**src/rtl/gerenciador_necessidades.sv**
```systemverilog
// Needs scheduler for the pet: once per second it updates saciedade/energia/dinheiro from estado,
// raises the sticky morreu flag and pulses fim_atividade. Define TICK_RAPIDO_EN to tick every clk.
module gerenciador_necessidades #(
  parameter int CLK_HZ    = 100,
  parameter int W         = 4,
  parameter int NIVEL_MAX = 15,
  parameter int SAC_INI   = 10,
  parameter int ENE_INI   = 10,
  parameter int DIN_INI   = 5
) (
  input  logic         clk,
  input  logic         rst_n,
  input  logic [3:0]   estado,
  output logic [W-1:0] saciedade,
  output logic [W-1:0] energia,
  output logic [W-1:0] dinheiro,
  output logic         morreu,
  output logic         tick_1s,
  output logic         fim_atividade
);

  localparam logic [3:0] ST_IDLE       = 4'b0001;
  localparam logic [3:0] ST_COMENDO    = 4'b0010;
  localparam logic [3:0] ST_DORMINDO   = 4'b0100;
  localparam logic [3:0] ST_DANDO_AULA = 4'b1000;

  localparam logic [W-1:0] MAXV = W'(NIVEL_MAX);

`ifdef TICK_RAPIDO_EN
  // Fast-simulation mode: every cycle out of reset is a tick.
  assign tick_1s = rst_n;
`else
  localparam int DW = (CLK_HZ > 1) ? $clog2(CLK_HZ) : 1;
  localparam logic [DW-1:0] LAST = DW'(CLK_HZ - 1);

  logic [DW-1:0] divider;
  logic [DW-1:0] div_next;

  assign div_next = (divider == LAST) ? '0 : divider + 1'b1;

  // NOTE: sequential state uses non-blocking assignments so every register samples pre-edge values.
  always_ff @(posedge clk or negedge rst_n) begin
    if (!rst_n) begin
      divider <= '0;
      tick_1s <= 1'b0;
    end else begin
      divider <= div_next;
      tick_1s <= (div_next == LAST);
    end
  end
`endif

  function automatic logic [W-1:0] sat(input int v);
    if (v < 0)              return '0;
    else if (v > NIVEL_MAX) return MAXV;
    else                    return W'(v);
  endfunction

  int          d_sac, d_ene, d_din;
  logic        sem_dinheiro;
  logic [W-1:0] sac_new, ene_new, din_new;
  logic        dead, fim_req;

  // NOTE: every signal gets a default before the case so no latch is inferred for unlisted states.
  always_comb begin
    d_sac        = -1;
    d_ene        = -1;
    d_din        = 0;
    sem_dinheiro = 1'b0;
    case (estado)
      ST_COMENDO: begin
        if (dinheiro != '0) begin
          d_sac = 3;
          d_ene = 0;
          d_din = -1;
        end else begin
          sem_dinheiro = 1'b1;
        end
      end
      ST_DORMINDO:   d_ene = 2;
      ST_DANDO_AULA: begin
        d_ene = -2;
        d_din = 1;
      end
      default: ;
    endcase

    sac_new = sat(int'(saciedade) + d_sac);
    ene_new = sat(int'(energia) + d_ene);
    din_new = sat(int'(dinheiro) + d_din);
    dead    = (sac_new == '0) || (ene_new == '0);

    fim_req = sem_dinheiro
           || ((estado == ST_COMENDO) && (dinheiro != '0) && (sac_new == MAXV))
           || ((estado == ST_DORMINDO) && (ene_new == MAXV))
           || ((estado == ST_DANDO_AULA) && (ene_new <= W'(2)));
  end

  // Death wins over fim_atividade, and once dead the levels freeze until reset.
  always_ff @(posedge clk or negedge rst_n) begin
    if (!rst_n) begin
      saciedade     <= W'(SAC_INI);
      energia       <= W'(ENE_INI);
      dinheiro      <= W'(DIN_INI);
      morreu        <= 1'b0;
      fim_atividade <= 1'b0;
    end else begin
      fim_atividade <= 1'b0;
      if (tick_1s && !morreu) begin
        saciedade     <= sac_new;
        energia       <= ene_new;
        dinheiro      <= din_new;
        morreu        <= dead;
        fim_atividade <= fim_req && !dead;
      end
    end
  end

  logic unused_idle;
  assign unused_idle = (ST_IDLE == 4'b0001);

endmodule

```
**config.mk**
```make
export PLATFORM = sky130hd
export DESIGN_NAME = gerenciador_necessidades
export DESIGN_NICKNAME = d
export VERILOG_FILES = /design/src/rtl/gerenciador_necessidades.sv
export SDC_FILE = /design/constraint.sdc
export NUM_CORES = 1
export LEC_CHECK = 0
export BUFFER_PORTS_ARGS = -buffer_cell sky130_fd_sc_hd__buf_2
export CORE_MARGIN = 3
export CORE_UTILIZATION = 55
export CTS_CLUSTER_SIZE = 12
export DETAILED_ROUTE_END_ITERATION = 8
export PLACE_DENSITY = 0.75
export SLEW_MARGIN = 20
export SYNTH_ARGS = -nofsm -noshare
export SYNTH_HDL_FRONTEND = slang
export SYNTH_SLANG_ARGS = --single-unit
```
**constraint.sdc**
```tcl
create_clock -name clk -period 5 [get_ports clk]
set_input_delay 0.75 -clock clk [delete_from_list [all_inputs] [get_ports clk]]
set_output_delay 0.75 -clock clk [all_outputs]
set_load 0.01 [all_outputs]
```
## After elaboration in Yosys (flattened, before gate mapping)

Cells that the tools add are included.

| word-level totals | value |
|---|---|
| register bits | 22 |
| input port bits | 6 |
| output and inout bits | 15 |
| word-level logic and storage cells | 56 |

| operators by class | value |
|---|---|
| add/sub/neg operators | 4 |
| $lt $le $gt $ge | 7 |
| equality and inequality tests | 7 |
| mux-type cells | 16 |
| reductions and logical operators | 15 |

Operator list:

| operator | number |
|---|---|
| $mux 32 | 4 |
| $add 5x32->32 | 3 |
| $gt 32x5->1 const B | 3 |
| $lt 32x1->1 const B | 3 |
| $pmux 32 s3 | 1 |
| $pmux 32 s2 | 1 |
| $mux 4 | 6 |
| $eq 7x7->1 const B | 2 |
| $eq 4x4->1 const B | 3 |
| $logic_not 4->1 | 2 |
| $add 7x1->7 const B | 1 |
| $mux 7 | 1 |
| $logic_and 1x1->1 | 6 |
| $eq 4x2->1 const B | 1 |
| $eq 4x3->1 const B | 1 |
| $le 4x2->1 const B | 1 |
| $logic_or 1x1->1 | 4 |
| $reduce_bool 4->1 | 1 |
| $mux 1 | 3 |
| $logic_not 1->1 | 2 |

## Longest topological paths before layout

Gate-level depths: netlist of the first run.

| depth | value |
|---|---|
| depth in word-level cells | 14 |
| mapped depth | 17 |
| gate-level depth less buffers | 16 |

## Worst setup path after synthesis of the first run

Ideal clock, no wire load.

| path | value |
|---|---|
| kind | register to register |
| from | register dinheiro[1] |
| to | register fim_atividade |
| setup time | 0.080 ns |
| arrival time | 4.120 ns |
| required time | 4.920 ns |
| path slack | 0.800 ns |
| cell stages (with the launch flop) | 15 |
| buffers on the path | 1 |
| period minus slack after synthesis | 4.200 ns |
| cells stage by stage | dfrtp_1 > or4_4 > buf_6 > a21oi_2 > ha_1 > a41oi_1 > o21a_1 > or3_2 > ha_1 > nor4bb_1 > nand4_1 > a2111oi_0 > a31oi_1 > and4_1 > nor3b_2 |

| between the ends | value |
|---|---|
| word-level cells in the longest chain between the ends | 14 |
| elaborated cells on any way between the ends | 33 |
| classes of those cells | add/sub: 2; order compare: 5; eq/ne: 2; mux: 11; reduce/logical: 13 |

RTL lines:

| what | RTL line | RTL |
|---|---|---|
| start: declaration | 16 | `output logic [W-1:0] dinheiro,` |
| start signal: assignment | 104 | `dinheiro <= W'(DIN_INI);` |
| start signal: assignment | 112 | `dinheiro <= din_new;` |
| $reduce_bool 4->1 (*) | 72, 94 |  |
| parallel branches: the longest is 11 deep, another holds $add 5x32->32 | n/a |  |
| $logic_and 1x1->1 (*) | 114 | `fim_atividade <= fim_req && !dead;` |
| $mux 1 (*) | 109 | `if (tick_1s && !morreu) begin` |
| end signal: assignment | 114 |  |
| end: declaration | 19 | `output logic fim_atividade` |

Mark *: on every way between the ends.
A chain may end at the register's enable or synchronous reset.

## Worst setup path after layout of the first run

| path | value |
|---|---|
| from | input estado[3] |
| to | register fim_atividade |

| between the ends | value |
|---|---|
| word-level cells in the longest chain between the ends | 13 |
| elaborated cells on any way between the ends | 32 |
| classes of those cells | add/sub: 2; order compare: 5; eq/ne: 5; mux: 8; reduce/logical: 12 |

RTL lines:

| what | RTL line | RTL |
|---|---|---|
| start: declaration | 13 | `input logic [3:0] estado,` |
| parallel branches: the longest is 11 deep, another holds $add 5x32->32 | n/a |  |
| $logic_and 1x1->1 (*) | 114 |  |
| $mux 1 (*) | 109 |  |

Marks and branches as above.

==> metrics, run 1 <==
dpl hpwl=3450 um; Final Hold Vio Count=0; worst reg-to-reg path cell count=12; worst relative slew slack=0.551; Final nets=322; Min-Delay Path Class=in2async; max_cap viols=0; Seq/Total Area, Yosys=0.240; WP data arrival=4.56 ns; Synth Area per Inst=9.62 um^2; post_cts resized=0; Worst setup endpoint=fim_atividade$_DFF_PN0_; clock skew=0.00235 ns; Final TNS setup=0 ns; root buffer cell=clkbuf_8; # rows=23; drt via density=5.78; drt pass-1 iters=4; Worst Setup End Kind=flop; reg2reg start=dinheiro[1]$_DFFE_PN0P_; Max stage delay on crit path=0.42 ns; commonest non-fill, non-tap cell in the layout=ha_1; # port buffers=20; Layout area overhead=9.03%; Routed WL=4400 um; Post-synth EDFFs=0; final worst path period need=4.37 ns; crit-path max FO=7; CTS Buffer Depth=2; outcome=completed; average routed wire per standard cell=14.0 um; Clock H-tree levels=1; ys async rst share=1.00; highest-count cells in the layout ignoring fill and taps=ha_1, buf_2, a21oi_1; initial antenna violation count=0; Post-CTS Setup Bufs=0; Bufs and invs on worst path=2; Setup WS pre-CTS=0.340 ns; Core Region=0.00403 mm^2; Final ANT Viol Nets=0; Synth area leader=ha_1; cell mode on critical path=ha_1; synth top area cells=ha_1, dfrtp_1, dfstp_2, a21oi_1, o21ai_0; Syn Inst Count=242; final setup violation count=0; mapped cell area=0.00233 mm^2; flop-to-flop setup slack=0.79 ns; CTS tree=done; Synth warnings=0; Worst setup startpoint=estado[3]; GPL Wtd Cong=0.868; Pleak=0.00118 uW; Netlist cell types=55; worst hold slack=0.436 ns; routed vias=1,815; layout cells sized above 1=0.189; Placement Cell Area=0.00247 mm^2; Critical Path RT=5.19 ns; Worst-Skew Late Latency=0.26 ns; FF+latch count, synth=22; gr ovfl total=0; crit share post-route=0.874; Worst R2R End=dinheiro[1]$_DFFE_PN0P_; CTS sink cnt=22; family with the most delay on the worst path=simple AND/OR/NAND/NOR gates; DRT iter0 DRCs=83; vias in the first global route=1,731; Worst setup SP type=input port; post-synth top area share=0.263; RSZ-0062 raised after global routing=no; CTS Buf Count=3; Synth Flop Type=dfrtp_1; fmax=0.229 GHz; Antenna Cells=0; I/O pins=21; clock transition at the registers of the reported paths=0.08 ns; Worst path slowest cell=and2_1; die height=71.1 um; chip width=71.1 um; Initial Util=0.578; crit path cell chain=buf_2 -> nor4b_2 -> and2_1 -> inv_1 -> ha_1 -> a41oi_1 -> o21a_1 -> or3_2 -> ha_1 -> nor4bb_1 -> nand4_1 -> a2111oi_0 -> a31oi_1 -> and4_1 -> nor3b_2; Critical Setup Path Class=in2reg; worst slew pin tran=0.671 ns; Fillers=368; Worst path depth=15; fin area=0.00254 mm^2; fin worst setup slack=0.630 ns; IR drop worst, VDD=0.140 mV; Final Max Slew Viols=0; die footprint=0.00505 mm^2; Syn Nets=299; first-pass GRT wire length=7820 um; Residual DRC=0; Power Density=151 mW/mm^2; largest net degree at the start of global routing=23; Global Route Usage Sum=0.189; CTS Hold Bufs=0
-- layout make-up --
class	instances	area [um^2]	area share
clock buffer	3	41.3	0.0163
clock inverter	1	30.0	0.0118
inverter	12	45.0	0.0177
multi-input combinational	204	1690	0.664
sequential	22	558	0.220
tap	50	62.6	0.0246
timing repair buffer	22	115	0.0453
-- how the worst min path moves through the flow --
stage,end,cells past startpoint,slack [ns]
floorplan,dinheiro[1]$_DFFE_PN0P_,0,0.45
detailed placement,divider[0]$_DFF_PN0_,1,0.48
global route,divider[4]$_DFF_PN0_,1,0.46
finish,energia[2]$_DFFE_PN0P_,1,0.44
global placement,divider[0]$_DFF_PN0_,1,0.47
CTS,dinheiro[3]$_DFFE_PN0P_,1,0.45
-- stage by stage --
stage                     power [uW]  std cells  utilization
final                            384        314        0.630
after global routing             402        314        0.630
after CTS                        386        314        0.630
after detailed placement         219        310        0.612
after global placement           219        310        0.612
after floorplan                  206        242            -
-- cell families (layout without fill, tap and decap cells) --
kind of cell,count (synthesis),after routing,share of synthesized area
xor+xnor,13,13,0.0570
fa+ha+maj,51,51,0.280
mux,1,1,0.00430
flops,22,22,0.240
buf+inv,16,38,0.0360
compound gates,58,58,0.164
simple gates,81,81,0.219
-- metal layers --
metal  GRT usage  vias to the layer above  wire [um]
met1       0.252                      849       2160
li1            -                      936          -
met3      0.0313                        4        117
met5           0                        -          0
met2       0.321                       26       2110
met4      0.0418                        0         24
-- state kept, by name, summed over array words and instances (netlist names) --
name / count
divider: 7
dinheiro: 4
energia: 4
saciedade: 4
fim_atividade: 1
morreu: 1
tick_1s: 1
-- report_power, final --
group | internal [uW] | switching (uW)
clock network | 107 | 61.2
logic | 15.2 | 22.3
registers | 178 | 0.234
total | 300 | 83.7
-- cell usage after synthesis, drive strengths merged, types with 6 or more instances --
| master | number |
|---|---|
| ha | 49 |
| nor2 | 17 |
| inv | 12 |
| o21ai | 15 |
| a21oi | 18 |
| xnor2 | 7 |
| dfrtp | 16 |
| nor2b | 7 |
| dfstp | 6 |
| xor2 | 6 |
| nand2 | 10 |
-- worst register-to-register path: cells and delay by family, from the launching register on --
kind	cells	cell delay, ns
and+or+nand+nor	6	2.10
DFF	1	0.46
buffers and inverters	1	0.26
adders and majority gates	2	0.61
AOI/OAI and AO/OA	3	0.66
(Power assumes the default switching activity.)
==> inputs of run 2 (changes only) <==
- PLACE_DENSITY: 0.75 -> 0.84
==> metrics, run 2 (synthesis gave the netlist of run 1 again) <==
outcome=completed (unchanged); first-pass GRT wire length=7800 um (was 7820 um); post_cts resized=0 (unchanged); Worst setup startpoint=dinheiro[1]$_DFFE_PN0P_ (was estado[3]); CTS sink cnt=22 (unchanged); Final ANT Viol Nets=0 (unchanged); GPL Wtd Cong=0.814 (was 0.868); Worst setup SP type=flop (was input port); Largest register FFs=7 (unchanged); Post-CTS Setup Bufs=0 (unchanged); drt pass-1 iters=4 (unchanged); gr ovfl total=0 (unchanged); crit-path max FO=18 (was 7); multi-input logic area=0.00169 mm^2 (unchanged); highest-count cells in the layout ignoring fill and taps=ha_1, buf_2, a21oi_1 (unchanged); fmax=0.218 GHz (was 0.229 GHz); I/O pins=21 (unchanged); CTS Buffer Depth=2 (unchanged); die height=71.1 um (unchanged); clock skew=0.00258 ns (was 0.00235 ns); Critical Setup Path Class=reg2reg (was in2reg); vias in the first global route=1,713 (was 1,731); IR drop worst, VDD=0.143 mV (was 0.140 mV); sequential cell area=558 um^2 (unchanged); Initial Util=0.578 (unchanged); DRT iter0 DRCs=91 (was 83); crit share post-route=0.916 (was 0.874); CTS Hold Bufs=0 (unchanged); RSZ-0062 raised after global routing=no (unchanged); WP data arrival=4.77 ns (was 4.56 ns); worst slew pin tran=0.803 ns (was 0.671 ns); Routed WL=4650 um (was 4400 um); Final Hold Vio Count=0 (unchanged); Final Max Slew Viols=0 (unchanged); Antenna Cells=0 (unchanged); layout cells sized above 1=0.186 (was 0.189); commonest non-fill, non-tap cell in the layout=ha_1 (unchanged); routed vias=1,854 (was 1,815); initial antenna violation count=0 (unchanged); # port buffers=20 (unchanged); final worst path period need=4.58 ns (was 4.37 ns); fin worst setup slack=0.421 ns (was 0.630 ns); CTS tree=done (unchanged); Pleak=0.00117 uW (was 0.00118 uW); Power Density=151 mW/mm^2 (about the same); CTS Buf Count=3 (unchanged); reg2reg start=dinheiro[1]$_DFFE_PN0P_ (unchanged); Critical Path RT=5.19 ns (about the same); Layout area overhead=8.71% (was 9.03%); Final nets=321 (was 322); Final TNS setup=0 ns (unchanged); Min-Delay Path Class=in2async (unchanged); dpl hpwl=3560 um (was 3450 um); final setup violation count=0 (unchanged); die footprint=0.00505 mm^2 (unchanged); worst relative slew slack=0.465 (was 0.551); Setup WS pre-CTS=0.421 ns (was 0.340 ns); Clock H-tree levels=1 (unchanged); largest net degree at the start of global routing=23 (unchanged); root buffer cell=clkbuf_8 (unchanged); Global Route Usage Sum=0.189 (about the same); drt via density=5.92 (was 5.78); Core Region=0.00403 mm^2 (unchanged); Worst-Skew Late Latency=0.26 ns (about the same); chip width=71.1 um (unchanged); clock transition at the registers of the reported paths=0.08 ns (about the same); average routed wire per standard cell=14.8 um (was 14.0 um); max_cap viols=0 (unchanged); # rows=23 (unchanged); Worst Setup End Kind=flop (unchanged); Fillers=349 (was 368); Residual DRC=0 (unchanged); Biggest register=divider (unchanged)
## run 2: per-stage QoR
stage / utilization / total power [uW] / instances / area, um^2 / hold slack, ns
after floorplan: - / 206 / 242 / 2330 / 0.454
after global placement: 0.611 / 218 / 309 / 2460 / 0.472
after detailed placement: 0.611 / 219 / 309 / 2460 / 0.481
after CTS: 0.628 / 385 / 313 / 2530 / 0.453
after global routing: 0.628 / 398 / 313 / 2530 / 0.468
final: 0.628 / 383 / 313 / 2530 / 0.435
## run 2: cell type report
type	instances	area share
Timing Repair Buffer	21	0.0425
Tap cell	50	0.0247
Clock inverter	1	0.0119
Sequential cell	22	0.220
Multi-Input combinational cell	204	0.666
Inverter	12	0.0178
Clock buffer	3	0.0163
## run 2: where the power goes
group	switching (uW)	internal [uW]
Sequential	0.232	178
Combinational	22.4	15.0
Clock	60.1	107
## run 2: critical path, stage by stage, from the launching register on
cell,delay (ns)
dfrtp_1,0.46
or4_4,0.59
a21oi_2,0.67
ha_1,0.33
a41oi_1,0.13
o21a_1,0.17
or3_2,0.43
ha_1,0.28
nor4bb_1,0.28
nand4_1,0.24
a2111oi_0,0.42
a31oi_1,0.14
and4_1,0.24
nor3b_2,0.14
## run 2: layer usage
metal / track usage / share of wire / vias up
met5: 0 / 0 / -
met2: 0.332 / 0.49 / 34
met3: 0.0284 / 0.031 / 8
met1: 0.246 / 0.46 / 876
li1: - / - / 936
met4: 0.0418 / 0.015 / 0
## run 2: final timing paths
kind	endpoint	depth (start not counted)	slack (ns)
setup / recovery	fim_atividade$_DFF_PN0_	13	0.42
hold / removal	saciedade[2]$_DFFE_PN0P_	1	0.43
setup reg to reg	fim_atividade$_DFF_PN0_	13	0.42
hold reg to reg	divider[0]$_DFF_PN0_	1	0.49
max in group asynchronous	dinheiro[0]$_DFFE_PN1P_	1	4.21
min in group clk	divider[0]$_DFF_PN0_	1	0.49
